==> config.mk <==
export PLATFORM = sky130hd
export DESIGN_NAME = tone_seq_ctrl
export DESIGN_NICKNAME = d
export VERILOG_FILES = /design/src/rtl/tone_seq_ctrl.sv
export SDC_FILE = /design/constraint.sdc
export NUM_CORES = 1
export LEC_CHECK = 0
export CORE_ASPECT_RATIO = 1.2
export CORE_MARGIN = 2
export CORE_UTILIZATION = 45
export CTS_CLUSTER_DIAMETER = 200
export CTS_CLUSTER_SIZE = 25
export DETAILED_ROUTE_END_ITERATION = 8
export PLACE_DENSITY_LB_ADDON = 0.12
export SKIP_CTS_REPAIR_TIMING = 1
export SLEW_MARGIN = 20
export SYNTH_ARGS = -nofsm -noshare
export SYNTH_HDL_FRONTEND = slang
export SYNTH_SLANG_ARGS = --single-unit
==> constraint.sdc <==
create_clock -name clk_100mhz -period 11.45 [get_ports clk_100mhz]
set_clock_uncertainty 0.1 [all_clocks]
set_input_delay 2.29 -clock clk_100mhz [delete_from_list [all_inputs] [get_ports clk_100mhz]]
set_output_delay 2.29 -clock clk_100mhz [all_outputs]
set_load 0.05 [all_outputs]
==> src/rtl/tone_seq_ctrl.sv <==
// tone_seq_ctrl: note sequencer for the frequency-divider tone generator.
// A small note table (divisor, duration) is written while idle. On start,
// entries 0..len-1 are played in order. Each note is a LOAD cycle, a PLAY
// phase of max(dur,1) ticks and a fixed one-tick silent GAP. A one-cycle
// done pulse follows the last note.
//
// Optional build macro: TONE_SEQ_LOOP_EN
//   When defined, adds input 'loop'. It is sampled at the end of the final
//   GAP: loop=1 restarts at entry 0 with no done pulse, and loop=0 finishes
//   normally. When undefined, the port is absent and every sequence ends in
//   DONE.

module tone_seq_ctrl #(
  parameter int DEPTH    = 16,
  parameter int TICK_DIV = 100000,
  parameter int DUR_W    = 16,
  localparam int AW      = (DEPTH > 1) ? $clog2(DEPTH) : 1
) (
  input  logic             clk_100mhz,
  input  logic             rst_n,
  input  logic             wr_en,
  input  logic [AW-1:0]    wr_addr,
  input  logic [31:0]      wr_div,
  input  logic [DUR_W-1:0] wr_dur,
  input  logic [AW:0]      len,
  input  logic             start,
  input  logic             stop,
`ifdef TONE_SEQ_LOOP_EN
  input  logic             loop,
`endif
  output logic [31:0]      fr_ctr,
  output logic             tone_en,
  output logic             busy,
  output logic             done,
  output logic [AW-1:0]    cur_idx
);

  // The tick counter only needs to reach TICK_DIV-1.
  localparam int TW = (TICK_DIV > 1) ? $clog2(TICK_DIV) : 1;

  typedef enum logic [2:0] {
    ST_IDLE,
    ST_LOAD,
    ST_PLAY,
    ST_GAP,
    ST_DONE
  } state_t;

  // Note table. It is not reset; its contents persist across sequences.
  logic [31:0]      r_div_mem [DEPTH];
  logic [DUR_W-1:0] r_dur_mem [DEPTH];

  state_t           r_state;
  state_t           w_state_next;
  logic [31:0]      r_fr_ctr;
  logic [31:0]      w_fr_ctr_next;
  logic [AW-1:0]    r_cur_idx;
  logic [AW-1:0]    w_cur_idx_next;
  logic [AW:0]      r_eff_len;
  logic [AW:0]      w_eff_len_next;
  logic [TW-1:0]    r_tick_cnt;
  logic [TW-1:0]    w_tick_next;
  logic [DUR_W-1:0] r_dur_cnt;
  logic [DUR_W-1:0] w_dur_next;

  logic             w_tick_wrap;
  logic             w_last_note;
  logic             w_tbl_we;
  logic [AW:0]      w_len_clamped;
  logic [31:0]      w_rd_div;
  logic [DUR_W-1:0] w_rd_dur;

  assign w_tick_wrap   = (r_tick_cnt == TW'(TICK_DIV - 1));
  assign w_last_note   = ({1'b0, r_cur_idx} == (r_eff_len - (AW+1)'(1)));
  assign w_len_clamped = (len > (AW+1)'(DEPTH)) ? (AW+1)'(DEPTH) : len;

  // Table writes are accepted only while idle, so a running sequence always
  // plays a stable table.
  assign w_tbl_we = wr_en && (r_state == ST_IDLE);

  // The table read is consumed only in LOAD, where it is captured into the
  // fr_ctr and dur_cnt registers. That capture is the registered read port.
  assign w_rd_div = r_div_mem[r_cur_idx];
  assign w_rd_dur = r_dur_mem[r_cur_idx];

  // Table write port.
  always_ff @(posedge clk_100mhz) begin
    if (w_tbl_we) begin
      r_div_mem[wr_addr] <= wr_div;
      r_dur_mem[wr_addr] <= wr_dur;
    end
  end

  // State and datapath registers with an asynchronous clear.
  always_ff @(posedge clk_100mhz or negedge rst_n) begin
    if (!rst_n) begin
      r_state    <= ST_IDLE;
      r_fr_ctr   <= '0;
      r_cur_idx  <= '0;
      r_eff_len  <= '0;
      r_tick_cnt <= '0;
      r_dur_cnt  <= '0;
    end else begin
      r_state    <= w_state_next;
      r_fr_ctr   <= w_fr_ctr_next;
      r_cur_idx  <= w_cur_idx_next;
      r_eff_len  <= w_eff_len_next;
      r_tick_cnt <= w_tick_next;
      r_dur_cnt  <= w_dur_next;
    end
  end

  // Next-state logic and datapath updates. Stop overrides every busy state.
  always_comb begin
    w_state_next   = r_state;
    w_fr_ctr_next  = r_fr_ctr;
    w_cur_idx_next = r_cur_idx;
    w_eff_len_next = r_eff_len;
    w_tick_next    = r_tick_cnt;
    w_dur_next     = r_dur_cnt;

    case (r_state)
      ST_IDLE: begin
        if (start && !stop) begin
          w_eff_len_next = w_len_clamped;
          w_cur_idx_next = '0;
          w_tick_next    = '0;
          w_dur_next     = '0;
          if (w_len_clamped == '0) begin
            w_fr_ctr_next = '0;
            w_state_next  = ST_DONE;
          end else begin
            w_state_next  = ST_LOAD;
          end
        end
      end

      ST_LOAD: begin
        // A zero duration still plays for one tick.
        w_fr_ctr_next = w_rd_div;
        w_dur_next    = (w_rd_dur == '0) ? DUR_W'(1) : w_rd_dur;
        w_tick_next   = '0;
        w_state_next  = ST_PLAY;
      end

      ST_PLAY: begin
        if (w_tick_wrap) begin
          w_tick_next = '0;
          w_dur_next  = r_dur_cnt - DUR_W'(1);
          if (r_dur_cnt == DUR_W'(1)) begin
            w_state_next = ST_GAP;
          end
        end else begin
          w_tick_next = r_tick_cnt + TW'(1);
        end
      end

      ST_GAP: begin
        if (w_tick_wrap) begin
          w_tick_next = '0;
          if (w_last_note) begin
`ifdef TONE_SEQ_LOOP_EN
            if (loop) begin
              w_cur_idx_next = '0;
              w_state_next   = ST_LOAD;
            end else begin
              w_cur_idx_next = '0;
              w_fr_ctr_next  = '0;
              w_state_next   = ST_DONE;
            end
`else
            w_cur_idx_next = '0;
            w_fr_ctr_next  = '0;
            w_state_next   = ST_DONE;
`endif
          end else begin
            w_cur_idx_next = r_cur_idx + AW'(1);
            w_state_next   = ST_LOAD;
          end
        end else begin
          w_tick_next = r_tick_cnt + TW'(1);
        end
      end

      ST_DONE: begin
        w_fr_ctr_next  = '0;
        w_cur_idx_next = '0;
        w_state_next   = ST_IDLE;
      end

      default: begin
        w_state_next = ST_IDLE;
      end
    endcase

    // Abort: return to IDLE with silent, cleared outputs and no done pulse.
    if (stop && (r_state != ST_IDLE)) begin
      w_state_next   = ST_IDLE;
      w_fr_ctr_next  = '0;
      w_cur_idx_next = '0;
      w_tick_next    = '0;
      w_dur_next     = '0;
    end
  end

  // Outputs. tone_en and done are decoded from the registered state, so
  // they also clear the moment rst_n falls.
  assign fr_ctr  = r_fr_ctr;
  assign tone_en = (r_state == ST_PLAY) && (r_fr_ctr != '0);
  assign busy    = (r_state != ST_IDLE);
  assign done    = (r_state == ST_DONE);
  assign cur_idx = r_cur_idx;

endmodule

==> flow_metrics.tcl, run 1 <==
set metrics [dict create \
    die_area_sq_mm 0.07525 \
    overflow 0 \
    min_period_ns 5.646 \
    crit_type "reg2out" \
    place.gp.congestion 0.7738 \
    slew_violations 0 \
    vdd_drop_max_v 0.0001712 \
    synth_top_family_by_area "multiplexers" \
    ys_ff_latch 845 \
    grt_max_degree 139 \
    synth-adder-area-share 0.001903 \
    fin_ws_ns 5.804 \
    relSlewSlack 0.2695 \
    root_buffer "clkbuf_16" \
    ys_seq_area_frac 0.7600 \
    fp.coreArea_sq_mm 0.07229 \
    first_iter_violations 1539 \
    ys.flop_type "edfxtp_1" \
    postRouteAntennaNets 0 \
    power.leakage_nw 11.01 \
    syn_area_sq_mm 0.03288 \
    pre_cts_ws_ns 6.173 \
    vias_per_cell 6.027 \
    htreeDepth 2 \
    async_flop_share 0.09112 \
    drtPass1Iterations 7 \
    hold_start "r_tick_cnt[13]" \
    numClockSinks 845 \
    drc 0 \
    hold_violations 0 \
    synth_compound_area_frac 0.03866 \
    synthXorXnorAreaFrac 0.002397 \
    critPathArrivalTime_ns 3.26 \
    final_area_sq_mm 0.03621 \
    grt_pass1_vias 16410 \
    cts_max_path_buffers 3 \
    yosys.area.top_type "edfxtp_1" \
    place_area_sq_mm 0.03507 \
    avgRoutedWirePerCell_microns 29.48 \
    vias 15870 \
    num_rows 108 \
    worstRegToRegCells 8 \
    worstReg2RegEnd "r_dur_cnt[0]" \
    routed_wl_microns 77610 \
    min_path_cells 1 \
    drive_gt1_frac 0.1880 \
    antenna_found_initial 2 \
    worstSetupEndpointType "output port" \
    hold_ws_ns 0.4353 \
    fp.dieH_microns 300.1 \
    rsz0062_at_grt "no" \
    cts_buffers 39 \
    port_buffers 100 \
    worstPathMaxFanout 3 \
    yosys-top-cells-area "edfxtp_1 70%, mux4_2 14%, dfrtp_1 5.9%" \
    clk_pin_slew_worst_paths_ns 0.11 \
    drv_cap 0 \
    pin_count 101 \
    synth_edf_count 768 \
    r2r_start "cur_idx[0]" \
    worstHoldEndpoint "r_tick_cnt[13]" \
    power_density_mw_per_mm2 172.2 \
    setup_viol 0 \
    synth_top_area_share 0.7014 \
    grt_pass1_wl_microns 114100 \
    synth-simple-area-share 0.03120 \
    initial_utilization 0.4548 \
    critPathRequiredTime_ns 9.06 \
    timing.setup.tns_ns 0 \
    worstMarginPinSlew_ns 1.096 \
    nets 1734 \
    cts_tree "built" \
    die_w_microns 250.8 \
    status "finished clean" \
    synth.avg_cell_area_sq_um 20.89 \
    yosysUniqueCellTypes 60 \
    synth.area.mux_share 0.1531 \
    period_share 0.4931 \
    syn_nets 1641 \
    hpwl_microns 40600 \
    yosysWarnings 0 \
    max_freq_ghz 0.1771 \
    synthToLayoutAreaGrowth_pct 10.14 \
    grt.total_usage 0.2089 \
    hold_path_class "reg2reg" \
    ff2ff_setup_slack_ns 6.92 \
    clock_latency_ns 0.60 \
    start_kind "flip-flop" \
    synth_cells 1574 \
]
-- worst max-delay path by stage --
stage	from	to	slack, ns	cells past startpoint
floorplan	wr_addr[1]	r_div_mem[0][0]	4.83	2
global placement	stop	r_dur_cnt[10]	6.05	6
detailed placement	wr_addr[1]	r_div_mem[7][24]	6.17	4
CTS	fr_ctr[16]	tone_en	5.69	5
global route	fr_ctr[16]	tone_en	5.69	5
finish	fr_ctr[16]	tone_en	5.80	5
-- worst max-delay path, stage by stage (launching register included) --
cell	delay, ns
dfrtp_1	0.42
nor4_1	0.59
nand4_1	0.27
nor2_1	0.55
nor2_1	0.10
clkdlybuf4s50_1	0.73
-- per-layer routing --
layer | share of wire | global-route usage
met1 | 0.43 | 0.2926
met2 | 0.51 | 0.3562
met3 | 0.050 | 0.03238
met4 | 0.012 | 0.03279
met5 | 0.00039 | 0
-- flip-flops by register name, summed over array words and instances, names as in the netlist --
register and flops:
r_tick_cnt 17, r_dur_mem 256, r_eff_len 5, r_dur_cnt 16, cur_idx 4, r_state 3
fr_ctr 32, r_div_mem 512
-- layout make-up --
| class | count | area, sq um |
|---|---|---|
| repair buffers | 128 | 1234 |
| multi-input cells | 639 | 7612 |
| inverters | 14 | 53.80 |
| flip-flops and latches | 845 | 25000 |
| clock buffers | 70 | 1135 |
| well taps | 935 | 1170 |
| clock inverters | 1 | 7.507 |
| fillers | 5752 | 36080 |
| diodes | 1 | 2.502 |
-- cell usage after synthesis (2+ instances only) --
cell type / count
a31oi_1: 3
o22ai_1: 7
and2_1: 4
o31ai_1: 2
a21oi_1: 19
nor4_1: 12
dfrtp_1: 77
a22o_1: 45
buf_1: 4
nand2_1: 53
nand4_1: 8
nand2b_1: 7
o41ai_1: 2
and3_2: 2
a21o_1: 2
and3_1: 6
nor2b_1: 6
buf_2: 25
or3_1: 5
or4_1: 2
o21ai_0: 58
inv_1: 12
nand4b_1: 2
a22oi_1: 10
mux2_2: 2
o21ai_1: 4
o221ai_1: 3
mux2i_1: 26
ha_1: 5
buf_4: 11
nor3_1: 21
mux4_2: 211
nand3_1: 14
clkinv_1: 2
edfxtp_1: 768
a221oi_1: 17
nor2_1: 52
xnor2_1: 9
clkbuf_1: 35
-- power breakdown --
| group | internal, mW | total (mW) | switching, mW |
|---|---|---|---|
| clock | 0.683 | 1.60 | 0.920 |
| sequential | 3.49 | 3.61 | 0.120 |
| combinational | 0.390 | 1.02 | 0.630 |
-- cells by family after synthesis --
family | count (synthesis)
DFF | 845
AOI/OAI and AO/OA | 182
muxes | 239
adders and majority gates | 5
buffers and inverters | 90
and+or+nand+nor | 204
xor gates and xnor gates | 9
-- cells in the final DEF (no fill, tap or decap), drive strengths merged, types with 2 or more instances in the layout --
master | Yosys | final
nor2 | 52 | 52
nand2 | 53 | 53
a22oi | 10 | 10
or3 | 6 | 6
a221oi | 17 | 17
o22ai | 7 | 7
a21oi | 19 | 19
nand4 | 8 | 8
buf | 41 | 29
clkinv | 2 | 2
o221ai | 3 | 3
xnor2 | 9 | 9
nor4 | 13 | 13
edfxtp | 768 | 768
nand3 | 14 | 14
o41ai | 2 | 2
inv | 12 | 12
and3 | 8 | 8
mux2 | 2 | 2
o31ai | 3 | 3
nand4b | 2 | 2
a21o | 2 | 2
o21ai | 64 | 64
a31oi | 3 | 3
and2 | 4 | 4
a22o | 45 | 45
clkdlybuf4s50 | 0 | 99
mux2i | 26 | 26
ha | 5 | 5
nand2b | 7 | 7
or4 | 2 | 2
dfrtp | 77 | 77
clkbuf | 35 | 70
mux4 | 211 | 211
nor2b | 6 | 6
nor3 | 22 | 22
-- metrics by stage --
step	cells	utilization	total power [mW]
floorplan	1574	-	4.325
global placement	2561	0.4849	4.684
detailed placement	2561	0.4851	4.706
CTS	2632	0.5009	6.298
global route	2632	0.5009	6.487
finish	2633	0.5009	6.236
No activity file was read; power rests on OpenSTA's default activity.
==> inputs of run 2 (changes only) <==
==> constraint.sdc (replaced) <==
create_clock -name clk_100mhz -period 5.9 [get_ports clk_100mhz]
set_clock_uncertainty 0.1 [all_clocks]
set_input_delay 1.18 -clock clk_100mhz [delete_from_list [all_inputs] [get_ports clk_100mhz]]
set_output_delay 1.18 -clock clk_100mhz [all_outputs]
set_load 0.05 [all_outputs]
==> run 2 against run 1 <==
Register-to-register slack got worse by 4.6 ns. Non-clock buffer count up 10. Die area unchanged. Via count rose by 0.59%. Sequential cell count is the same. Clock power increased by 95%. Worst setup slack worse by 4.5 ns. Critical path depth stayed put. Utilization grew 0.12 points.
==> flow_metrics.tcl, run 2 (synthesized netlist as in run 1, its figures left out) <==
set metrics [dict create \
    wl_met2_microns 38160 \
    htreeDepth 2 \
    cts_max_path_buffers 3 \
    vias 15960 \
    cts_buffers 39 \
    crit_type "reg2out" \
    worstPathMaxFanout 3 \
    pin_count 101 \
    largest_reg_flops 512 \
    power.switching_mw 3.231 \
    worstReg2RegEnd "r_dur_cnt[0]" \
    hpwl_microns 42870 \
    fp.dieH_microns 300.1 \
    wl_met1_microns 33400 \
    top_register "r_div_mem" \
    routed_wl_microns 77030 \
    vdd_drop_max_v 0.0002313 \
    clock_latency_ns 0.59 \
    drc 0 \
    p_comb_frac 0.165 \
    final_common_cell "edfxtp_1" \
    avgRoutedWirePerCell_microns 29.15 \
    grt_max_degree 108 \
    worstMarginPinSlew_ns 1.090 \
    grt_pass1_wl_microns 114800 \
    root_buffer "clkbuf_16" \
    initial_utilization 0.4548 \
    num_rows 108 \
    synthToLayoutAreaGrowth_pct 10.41 \
    critPathArrivalTime_ns 3.36 \
    fp.coreArea_sq_mm 0.07229 \
    setup_viol 0 \
    power_density_mw_per_mm2 333.3 \
    start_kind "flip-flop" \
    hold_path_class "reg2reg" \
    hold_start "r_tick_cnt[10]" \
    p_int_mw 8.870 \
    drv_cap 0 \
    first_iter_violations 1352 \
    status "finished clean" \
    die_w_microns 250.8 \
    p_sw_frac 0.2670 \
    min_path_cells 1 \
    pwr-share-clk 0.258 \
    ff2ff_setup_slack_ns 2.31 \
    clk_pin_slew_worst_paths_ns 0.10 \
    topRoutingLayerUsed "met5" \
    power.leakage_nw 11.07 \
    cts_tree "built" \
    port_buffers 100 \
    grt_pass1_vias 16590 \
    slew_violations 0 \
    vias_per_cell 6.039 \
    nets 1744 \
    critPathRequiredTime_ns 4.62 \
    worstSetupEndpointType "output port" \
    worstHoldEndpoint "r_tick_cnt[10]" \
    postRouteAntennaNets 0 \
    hold_violations 0 \
    min_period_ns 4.640 \
    grt.total_usage 0.2089 \
    drive_gt1_frac 0.1916 \
    place.gp.congestion 0.8068 \
    worstRegToRegCells 8 \
    rsz0062_at_grt "no" \
    period_share 0.7864 \
    drtPass1Iterations 5 \
    seqPwrFrac 0.577 \
    route.met3.wl_microns 4139 \
    relSlewSlack 0.2731 \
    antenna_found_initial 3 \
    r2r_start "cur_idx[1]" \
    numClockSinks 845 \
    final_util 0.5021 \
    final_cell_mix "768 x edfxtp_1, 211 x mux4_2, 99 x clkdlybuf4s50_1" \
    die_area_sq_mm 0.07525 \
    timing.setup.tns_ns 0 \
    max_freq_ghz 0.2155 \
    overflow 0 \
]
-- run 2: cell type report --
| class | instances | area [sq um] |
|---|---|---|
| Tap cell | 935 | 1170 |
| Sequential cell | 845 | 25000 |
| Multi-Input combinational cell | 639 | 7600 |
| Fill cell | 5781 | 35990 |
| Clock inverter | 1 | 7.507 |
| Clock buffer | 70 | 1135 |
| Inverter | 14 | 53.80 |
| Timing Repair Buffer | 138 | 1334 |
| Antenna cell | 1 | 2.502 |
-- run 2: worst max path at each step --
stage,cells after the start,slack [ns],from,endpoint
final,5,1.26,fr_ctr[16],tone_en
after global routing,5,1.13,fr_ctr[16],tone_en
after CTS,5,1.13,fr_ctr[16],tone_en
after detailed placement,5,1.79,fr_ctr[19],tone_en
after global placement,5,1.72,fr_ctr[16],tone_en
after floorplan,2,0.39,wr_addr[1],r_div_mem[0][0]
-- run 2: critical path: stages, from the launching register on --
cell and delay, ns:
dfrtp_1 0.41, nor4_1 0.70, nand4_1 0.31, nor2_1 0.52, nor2_1 0.09, clkdlybuf4s50_1 0.73
-- run 2: power by group through the flow --
stage,registers (mW),clock network [mW],logic [mW]
5_1_grt,7.02,3.41,2.15
2_1_floorplan,7.31,0,1.08
3_3_place_gp,7.10,0,1.98
6_report,6.98,3.12,2.00
3_5_place_dp,7.11,0,2.00
4_1_cts,6.98,3.20,2.01
-- run 2: routing by layer --
metal  global-route usage  vias to the layer above
li1                     -                     6770
met1               0.2987                     8700
met2               0.3459                      400
met3              0.03316                       86
met4              0.03964                        6
met5                    0                        -
-- run 2: metrics by stage --
step	total power [mW]	area, sq um	std cells	setup WS (ns)	hold slack [ns]
CTS	12.20	36280	2641	1.125	0.4191
floorplan	8.393	32880	1574	0.3938	0.3667
global route	12.58	36300	2642	1.128	0.4449
detailed placement	9.119	35140	2570	1.792	0.4033
global placement	9.087	35140	2570	1.722	0.3901
finish	12.10	36300	2643	1.260	0.4175
